## config.mk

```make
export PLATFORM = sky130hd
export DESIGN_NAME = sipo_rx_flat
export DESIGN_NICKNAME = d
export VERILOG_FILES = /design/src/rtl/sipo_rx_if.sv /design/src/rtl/sipo_rx.sv /design/src/flat_wrapper.sv
export SDC_FILE = /design/constraint.sdc
export NUM_CORES = 1
export LEC_CHECK = 0
export ABC_AREA = 1
export ABC_CLOCK_PERIOD_IN_PS = 1200
export BUFFER_PORTS_ARGS = -buffer_cell sky130_fd_sc_hd__clkbuf_2
export CAP_MARGIN = 0
export CORE_ASPECT_RATIO = 0.8
export CORE_MARGIN = 5
export CORE_UTILIZATION = 47
export DETAILED_ROUTE_END_ITERATION = 12
export GPL_ROUTABILITY_DRIVEN = 1
export PLACE_DENSITY = 0.72
export SLEW_MARGIN = 20
export SYNTH_ARGS = -nofsm -noshare
export SYNTH_HDL_FRONTEND = slang
export SYNTH_SLANG_ARGS = --single-unit
```

## constraint.sdc

```tcl
create_clock -name clk -period 1.2 [get_ports clk]
set_input_delay 0.24 -clock clk [delete_from_list [all_inputs] [get_ports clk]]
set_output_delay 0.24 -clock clk [all_outputs]
set_load 0.03 [all_outputs]
```

## src/rtl/sipo_rx_if.sv

```systemverilog
// Serial-to-parallel receiver bus: serial side, word handshake and status.
// master drives the serial stream and consumer ready; slave is the receiver.
interface sipo_rx_if #(
    parameter int WIDTH = 8
);
    logic             serial_in;
    logic             frame_start;
    logic             bit_en;
    logic             data_ready;
    logic [WIDTH-1:0] parallel_out;
    logic             data_valid;
    logic             busy;
    logic             overrun;
    logic             parity_err;

    modport master (
        output serial_in, frame_start, bit_en, data_ready,
        input  parallel_out, data_valid, busy, overrun, parity_err
    );

    modport slave (
        input  serial_in, frame_start, bit_en, data_ready,
        output parallel_out, data_valid, busy, overrun, parity_err
    );
endinterface

```

## src/rtl/sipo_rx.sv

```systemverilog
// MSB-first serial-to-parallel receiver with valid/ready output and sticky overrun.
// Define SIPO_PARITY_EN to add a trailing even-parity bit per frame.
module sipo_rx #(
    parameter int WIDTH = 8
) (
    input logic     clk,
    input logic     reset,
    sipo_rx_if.slave bus
);
    localparam int CW = $clog2(WIDTH + 1);

`ifdef SIPO_PARITY_EN
    typedef enum logic [1:0] {StIdle, StShift, StParity} state_t;
`else
    typedef enum logic [1:0] {StIdle, StShift} state_t;
`endif

    state_t           state_q, state_d;
    logic [CW-1:0]    cnt_q, cnt_d;
    logic [WIDTH-1:0] shreg_q, shreg_d;
    logic [WIDTH-1:0] pout_q, pout_d;
    logic             valid_q, valid_d;
    logic             overrun_q, overrun_d;
    logic [WIDTH-1:0] shifted;
    logic [WIDTH-1:0] word;
    logic             deliver;
`ifdef SIPO_PARITY_EN
    logic             perr_q, perr_d;
`endif

    // The first bit stays parked in the MSB; later bits shift through the lower WIDTH-1 bits.
    always_comb begin
        shifted = shreg_q;
        for (int i = 1; i < WIDTH - 1; i++) begin
            shifted[i] = shreg_q[i-1];
        end
        shifted[0] = bus.serial_in;
    end

    always_comb begin
        state_d   = state_q;
        cnt_d     = cnt_q;
        shreg_d   = shreg_q;
        pout_d    = pout_q;
        valid_d   = valid_q;
        overrun_d = overrun_q;
        deliver   = 1'b0;
`ifdef SIPO_PARITY_EN
        perr_d    = perr_q;
        word      = shreg_q;
`else
        word      = shifted;
`endif

        if (bus.frame_start) begin
            shreg_d            = '0;
            shreg_d[WIDTH-1]   = bus.serial_in;
            cnt_d              = CW'(1);
            state_d            = StShift;
        end else begin
            case (state_q)
                StShift: begin
                    if (bus.bit_en) begin
                        shreg_d = shifted;
                        cnt_d   = cnt_q + CW'(1);
                        if (cnt_q == CW'(WIDTH - 1)) begin
`ifdef SIPO_PARITY_EN
                            state_d = StParity;
`else
                            deliver = 1'b1;
                            state_d = StIdle;
                            cnt_d   = '0;
`endif
                        end
                    end
                end
`ifdef SIPO_PARITY_EN
                StParity: begin
                    if (bus.bit_en) begin
                        deliver = 1'b1;
                        state_d = StIdle;
                        cnt_d   = '0;
                    end
                end
`endif
                default: ;
            endcase
        end

        if (deliver) begin
            if (!valid_q || bus.data_ready) begin
                pout_d  = word;
                valid_d = 1'b1;
`ifdef SIPO_PARITY_EN
                perr_d  = (^shreg_q) ^ bus.serial_in;
`endif
            end else begin
                overrun_d = 1'b1;
            end
        end else if (valid_q && bus.data_ready) begin
            valid_d = 1'b0;
        end
    end

    always_ff @(posedge clk or posedge reset) begin
        if (reset) begin
            state_q   <= StIdle;
            cnt_q     <= '0;
            shreg_q   <= '0;
            pout_q    <= '0;
            valid_q   <= 1'b0;
            overrun_q <= 1'b0;
        end else begin
            state_q   <= state_d;
            cnt_q     <= cnt_d;
            shreg_q   <= shreg_d;
            pout_q    <= pout_d;
            valid_q   <= valid_d;
            overrun_q <= overrun_d;
        end
    end

`ifdef SIPO_PARITY_EN
    always_ff @(posedge clk or posedge reset) begin
        if (reset) begin
            perr_q <= 1'b0;
        end else begin
            perr_q <= perr_d;
        end
    end
    assign bus.parity_err = perr_q;
`else
    assign bus.parity_err = 1'b0;
`endif

    assign bus.parallel_out = pout_q;
    assign bus.data_valid   = valid_q;
    assign bus.overrun      = overrun_q;
    assign bus.busy         = (state_q != StIdle);
endmodule

```

## src/flat_wrapper.sv

```systemverilog
// flat-port wrapper written by rule: the top's interface ports become plain ports
module sipo_rx_flat 
#(
    parameter int WIDTH = 8
)
  (clk, reset, bus_serial_in, bus_frame_start, bus_bit_en, bus_data_ready, bus_parallel_out, bus_data_valid, bus_busy, bus_overrun, bus_parity_err);
  sipo_rx_if #(.WIDTH(WIDTH)) bus_i ();
  input logic clk;
  input logic reset;
  input wire logic [$bits(bus_i.serial_in)-1:0] bus_serial_in;
  input wire logic [$bits(bus_i.frame_start)-1:0] bus_frame_start;
  input wire logic [$bits(bus_i.bit_en)-1:0] bus_bit_en;
  input wire logic [$bits(bus_i.data_ready)-1:0] bus_data_ready;
  output wire logic [$bits(bus_i.parallel_out)-1:0] bus_parallel_out;
  output wire logic [$bits(bus_i.data_valid)-1:0] bus_data_valid;
  output wire logic [$bits(bus_i.busy)-1:0] bus_busy;
  output wire logic [$bits(bus_i.overrun)-1:0] bus_overrun;
  output wire logic [$bits(bus_i.parity_err)-1:0] bus_parity_err;
  assign bus_i.serial_in = bus_serial_in;
  assign bus_i.frame_start = bus_frame_start;
  assign bus_i.bit_en = bus_bit_en;
  assign bus_i.data_ready = bus_data_ready;
  assign bus_parallel_out = bus_i.parallel_out;
  assign bus_data_valid = bus_i.data_valid;
  assign bus_busy = bus_i.busy;
  assign bus_overrun = bus_i.overrun;
  assign bus_parity_err = bus_i.parity_err;
  sipo_rx #(.WIDTH(WIDTH)) u_core (.clk(clk), .reset(reset), .bus(bus_i));
endmodule
```

==> results of run 1 <==
[synthesized netlist by cell type]
cell       n  area (um^2)
inv_1     11         41.3
nor2_1     2         7.51
o21bai_2   1         11.3
ha_1       1         12.5
o21ai_0    4         20.0
nor2_4     1         11.3
nand2_2    2         12.5
buf_4      1         7.51
nand3_2    1         10.0
or2_2      1         6.26
o21a_1     1         7.51
buf_2      1         5.00
o22ai_1    5         31.3
conb_1     1         3.75
nor2_2     1         6.26
nand4_1    9         56.3
a21oi_1    2         10.0
nand2_1   27          101
nand2_4    1         11.3
nand3_1    3         15.0
dfrtp_1   22          551
buf_6      2         22.5
[sequential cells by signal, indices dropped and copies added (netlist names)]
| name | cells |
|---|---|
| u_core.bus.data_valid | 1 |
| u_core.bus.overrun | 1 |
| u_core.state_q | 1 |
| u_core.cnt_q | 4 |
| u_core.bus.parallel_out | 8 |
| u_core.shreg_q | 7 |
[through the flow]
| stage | setup TNS (ns) | instances |
|---|---|---|
| 4_1_cts | -0.00293 | 149 |
| 6_report | 0 | 149 |
| 2_1_floorplan | 0 | 100 |
| 3_5_place_dp | -0.0000743 | 144 |
| 3_3_place_gp | 0 | 144 |
| 5_1_grt | -0.559 | 149 |
[power groups by stage]
stage | clock (W) | combinational (W) | sequential [W]
after floorplan | 0 | 0.0000815 | 0.000825
after global placement | 0 | 0.000157 | 0.000800
after detailed placement | 0 | 0.000162 | 0.000802
after CTS | 0.000422 | 0.000167 | 0.000787
after global routing | 0.000464 | 0.000186 | 0.000792
final | 0.000403 | 0.000167 | 0.000788
[critical path: cells and delay by family, from the launching register on]
| family | cells | cell delay, ns |
|---|---|---|
| compound gates | 1 | 0.09 |
| buf+inv | 1 | 0.15 |
| fa+ha+maj | 1 | 0.20 |
| simple gates | 3 | 0.29 |
| flops | 1 | 0.38 |
[layer usage]
layer  vias to the layer above  wire length, um  track usage [%]
met1                       349              865             17.7
met2                        18              837             21.0
met4                         0               13             4.33
met3                         2              128             5.38
met5                         -                0                0
li1                        378                -                -
[kinds of logic (layout without fill, tap and decap cells)]
family                     Yosys count  count (layout)  share of synthesized area [%]
adders and majority gates            1               1                           1.30
AOI/OAI and AO/OA                   13              13                           8.33
buffers and inverters               15              40                           7.94
other                                1               1                          0.390
DFF                                 22              22                           57.3
and+or+nand+nor                     48              48                           24.7
[cell type report]
class	count	area (um^2)	share of cell area, %
flip-flops and latches	22	552	47.2
multi-input cells	63	347	29.6
repair buffers	25	164	14.0
inverters	11	41.3	3.53
clock buffers	4	36.3	3.10
well taps	24	30.0	2.57
[worst min-delay path by stage]
stage                        from                                     end  depth (start not counted)
floorplan                   reset       u_core.bus.data_valid$_DFFE_PP0P_                          1
global placement            reset       u_core.bus.data_valid$_DFFE_PP0P_                          3
detailed placement          reset       u_core.bus.data_valid$_DFFE_PP0P_                          3
CTS                 bus_serial_in  u_core.bus.parallel_out[0]$_DFFE_PP0P_                          3
global route        bus_serial_in  u_core.bus.parallel_out[0]$_DFFE_PP0P_                          3
finish              bus_serial_in  u_core.bus.parallel_out[0]$_DFFE_PP0P_                          3
[timing repair]
item                       in CTS  in global routing
buffers inserted                0                  0
gates resized for setup         4                  3
cloned                          0                  0
setup endpoints to repair       9                 12
hold buffers                    1                  0
hold endpoints to repair       22                  0
==> flow_summary.yaml, run 1 <==
die:
  dieArea_um2: 3050
  floorplan.initialDensity_pct: 50.3
  dieHeight_um: 50.4
  rows: 14
  die_x_um: 60.6
  boundaryPins: 18
  coreArea_um2: 1910
clocking:
  ctsRootBufferMaster: "clkbuf_4"
  cts_sinks: 22
  clk-insertion-delay-late_ns: 0.31
  clk_pin_slew_worst_paths_ns: 0.12
  clock_path_buffers: 2
  ctsHtreeMaxLevel: 1
  cts-buffers-inserted: 3
  cts_tree: "built"
route:
  drtIter0Drc: 31
  ant_nets: 0
  wire_per_inst_um: 12.4
  routed_wl_um: 1850
  vias: 747
  drt_pass1_iterations: 6
  post_drt_via_cell_ratio: 5.01
  drc: 0
placed_design:
  gp_congestion: 0.786
  postPlaceCellArea_um2: 1100
  pre_cts_ws_ns: -0.0000743
  hpwlAfterDp_um: 1360
  port_buffers: 16
timing:
  rsz0062_at_grt: "true"
  clock_skew_ns: 0.00411
  post-route-period-util_pct: 99.8
  clock.fmax_mhz: 835
  worst_slack_ns: 0.00251
  setup_viol: 0
  timing.final.hold_violations: 0
  fin_hold_ws_ns: 0.175
  finalMaxSlewViolations: 0
  min_period_ns: 1.20
setup_path:
  rr_worst_depth: 6
  startpoint: "u_core.cnt_q[0]$_DFFE_PP0P_"
  arrival_ns: 1.41
  crit_chain: "ha_2 -> nand2_2 -> nor2_4 -> buf_4 -> nand2_4 -> o21a_1"
  critPathKind: "reg -> reg"
  critPathRequiredTime_ns: 1.41
  crit_fanout: 5
  r2r_slack_ns: 0.003
  timing.rr.end: "u_core.state_q[0]$_DFFE_PP0P_"
  crit_path_start_kind: "flop"
  endpoint: "u_core.state_q[0]$_DFFE_PP0P_"
  cp-end-kind: "flop"
  rr_startpoint: "u_core.cnt_q[0]$_DFFE_PP0P_"
  slowest_stage: "dfrtp_1"
  max_stage_delay_ns: 0.38
power_and_ir_drop:
  p_total_w: 0.00136
  comb_power_share_pct: 12.3
  powerDensity_nw_per_um2: 1160
  p_sw_w: 0.000344
  p_leak_nw: 0.633
  p_seq_share_pct: 58.0
  intPower_w: 0.00101
  power_switching_share_pct: 25.3
  peakVddDrop_mv: 0.765
  clkPwrFrac_pct: 29.7
layout:
  layout-drive-gt1-share_pct: 31.2
  finalNetCount: 133
  num-fill-cells: 167
  finish.instance_area_um2: 1170
  n_antenna_cell: 0
  final_common_cell: "nand2_1"
  final_util_pct: 61.3
  final_cell_mix: "nand2_1 (26), dfrtp_1 (21), clkbuf_2 (15)"
  area_growth_pct: 21.7
flow_run:
  maxCapViolCount: 0
logic_synthesis:
  synth_fp_nets: 107
  seq_area_frac_synth_pct: 57.3
  yosysWarningCount: 0
  synth_cell_type_count: 22
  syn_area_um2: 961
  synth_cells: 100
  ys_seq_elements: 22
  postSynthAreaPerCell_um2: 9.61
global_routing:
  first_global_vias: 698
  track_usage_pct: 13.7
  grt-ovfl-total: 0
  grt_start_max_net_pins: 23
  antenna_found_initial: 0
  grt_pass1_wl_um: 3100
outcome:
  status: "finished, final reports clean"
hold_path:
  hp-class: "in -> reg"
Note: power is estimated with default switching activity, not from simulation.
==> inputs of run 2 (changes only) <==
--- a/config.mk
+++ b/config.mk
@@ -9,12 +9,14 @@
 export ABC_CLOCK_PERIOD_IN_PS = 1200
 export BUFFER_PORTS_ARGS = -buffer_cell sky130_fd_sc_hd__clkbuf_2
 export CAP_MARGIN = 0
+export CELL_PAD_IN_SITES_DETAIL_PLACEMENT = 0
+export CELL_PAD_IN_SITES_GLOBAL_PLACEMENT = 1
 export CORE_ASPECT_RATIO = 0.8
 export CORE_MARGIN = 5
-export CORE_UTILIZATION = 47
+export CORE_UTILIZATION = 36
 export DETAILED_ROUTE_END_ITERATION = 12
 export GPL_ROUTABILITY_DRIVEN = 1
-export PLACE_DENSITY = 0.72
+export PLACE_DENSITY_LB_ADDON = 0.1
 export SLEW_MARGIN = 20
 export SYNTH_ARGS = -nofsm -noshare
 export SYNTH_HDL_FRONTEND = slang
==> run 2 against run 1 <==
Against the previous run:
- highest routed layer unchanged
- largest cell class unchanged
- largest power group unchanged
- sequential share of layout area fell by 0.79 points
- first-iteration DRC count decreased by 32%
- fmax is 1.6% higher
- global-route usage is 1.5 points lower
- register-to-register slack better by 0.02 ns
- via count down 0.40%
- combinational power rose by 4%
- hold slack improved by 0.016 ns
- clock power down 15%
- critical endpoint is now u_core.cnt_q[3]$_DFFE_PP0P_
- final cell count rose by 10%
==> flow_summary.yaml, run 2 (same netlist as run 1, synthesis figures left out) <==
clocking:
  cts_sinks: 22
  cts-buffers-inserted: 3
  ctsRootBufferMaster: "clkbuf_4"
  clk_pin_slew_worst_paths_ns: 0.12
  clock_path_buffers: 2
  clk-insertion-delay-late_ns: 0.30
  ctsHtreeMaxLevel: 1
  cts_setup_buffers: 0
  cts_tree: "built"
setup_path:
  cp_top_family: "flip-flops"
  crit_fanout: 3
  startpoint: "u_core.cnt_q[1]$_DFFE_PP0P_"
  rr_worst_depth: 7
  slowest_stage: "dfrtp_1"
  arrival_ns: 1.38
  r2r_slack_ns: 0.02
  crit_chain: "ha_2 -> nand2_2 -> nor2_4 -> buf_4 -> nor2_1 -> nand3_1 -> nand2_1"
  crit_path_start_kind: "flop"
  critPathRequiredTime_ns: 1.40
  cp-end-kind: "flop"
  rr_startpoint: "u_core.cnt_q[1]$_DFFE_PP0P_"
  max_stage_delay_ns: 0.38
  worst-path-buf-inv: 1
  critPathKind: "reg -> reg"
  timing.rr.end: "u_core.cnt_q[3]$_DFFE_PP0P_"
placed_design:
  port_buffers: 16
  gp_congestion: 0.828
  hpwlAfterDp_um: 1430
power_and_ir_drop:
  p_seq_share_pct: 60.4
  peakVddDrop_mv: 0.574
  power_switching_share_pct: 26.0
  clkPwrFrac_pct: 26.2
  p_leak_nw: 0.638
  powerDensity_nw_per_um2: 1090
  comb_power_share_pct: 13.4
  p_sw_w: 0.000339
  intPower_w: 0.000963
route:
  drt_pass1_iterations: 4
  drc: 0
  drtIter0Drc: 21
  ant_nets: 0
  routed_wl_um: 1930
  vias: 744
  post_drt_via_cell_ratio: 4.54
  wire_per_inst_um: 11.8
layout:
  area_growth_pct: 23.8
  num-fill-cells: 261
  layout-drive-gt1-share_pct: 32.0
  finalNetCount: 136
  final_cell_mix: "nand2_1 (26), dfrtp_1 (21), clkbuf_2 (15)"
  largest_reg_flops: 8
  final_common_cell: "nand2_1"
  n_antenna_cell: 0
timing:
  rsz0062_at_grt: "true"
  fin_hold_ws_ns: 0.191
  post-route-period-util_pct: 98.2
  setup_viol: 0
  finalMaxSlewViolations: 0
  min_period_ns: 1.18
  clock_skew_ns: 0.00469
  timing.final.hold_violations: 0
  setup_tns_ns: 0
  clock.fmax_mhz: 849
die:
  dieHeight_um: 56.2
  coreArea_um2: 2500
  floorplan.initialDensity_pct: 38.4
  die_x_um: 67.8
  dieArea_um2: 3810
  boundaryPins: 18
  rows: 16
global_routing:
  grt_pass1_wl_um: 3500
  track_usage_pct: 12.2
  antenna_found_initial: 0
  grt_start_max_net_pins: 23
  first_global_vias: 745
  grt-ovfl-total: 0
hold_path:
  hp-class: "in -> reg"
  holdPathEnd: "u_core.bus.parallel_out[0]$_DFFE_PP0P_"
  hold_depth: 3
  min_from: "bus_serial_in"
flow_run:
  maxCapViolCount: 0
outcome:
  status: "finished, final reports clean"
==> run 2: cell types whose count changed in the layout (fill, tap and decap cells not counted), sizes merged <==
| cell | change |
|---|---|
| buf | +3 |
==> run 2: area by class of cell <==
type	count	area [um^2]	area share [%]
timing repair buffer	28	179	15.0
tap	36	45.0	3.79
sequential	22	552	46.4
clock buffer	4	26.3	2.21
multi-input combinational	63	347	29.1
inverter	11	41.3	3.47
==> run 2: power groups by stage <==
stage	Clock (W)	Sequential, W	Combinational [W]
3_5_place_dp	0	0.000801	0.000172
5_1_grt	0.000402	0.000791	0.000198
2_1_floorplan	0	0.000825	0.0000815
4_1_cts	0.000364	0.000787	0.000176
6_report	0.000341	0.000787	0.000174
3_3_place_gp	0	0.000801	0.000172
==> run 2: per-stage QoR <==
stage | area (um^2) | instances | utilization [%] | setup slack [ns] | total power, W
after floorplan | 962 | 100 | - | 0.0522 | 0.000906
after global placement | 1130 | 159 | 45.4 | 0.0251 | 0.000973
after detailed placement | 1130 | 159 | 45.4 | 0.0348 | 0.000972
after CTS | 1180 | 164 | 47.1 | 0.00178 | 0.00133
after global routing | 1190 | 164 | 47.6 | -0.0657 | 0.00139
final | 1190 | 164 | 47.6 | 0.0218 | 0.00130
==> run 2: worst max path at each step <==
stage,end,slack (ns),cells after the start
2_1_floorplan,u_core.cnt_q[3]$_DFFE_PP0P_,0.05,7
3_3_place_gp,u_core.bus.parallel_out[0]$_DFFE_PP0P_,0.03,6
3_5_place_dp,u_core.bus.parallel_out[0]$_DFFE_PP0P_,0.03,6
4_1_cts,u_core.cnt_q[3]$_DFFE_PP0P_,0.002,7
5_1_grt,u_core.cnt_q[3]$_DFFE_PP0P_,-0.07,7
6_report,u_core.cnt_q[3]$_DFFE_PP0P_,0.02,7
==> run 2: worst reg2reg max path, stage by stage, from the launching register on <==
cell	delay, ns
dfrtp_1	0.38
ha_2	0.20
nand2_2	0.07
nor2_4	0.13
buf_4	0.15
nor2_1	0.04
nand3_1	0.07
nand2_1	0.05
==> run 2: layer usage <==
metal,GRT usage (%),part of all wire (%),vias to the layer above,wire length [um]
met2,16.9,42,16,802
met3,5.66,6.5,2,125
met5,0,0,-,0
met1,16.9,51,339,985
li1,-,-,387,-
met4,3.47,0.78,0,15
==> run 2: what timing repair did <==
item / in CTS / in global routing
gates cloned: 0 / 0
endpoints found under the hold margin: 22 / 0
hold buffers: 1 / 0
gates resized for setup: 1 / 6
endpoints found under the setup margin: 3 / 14
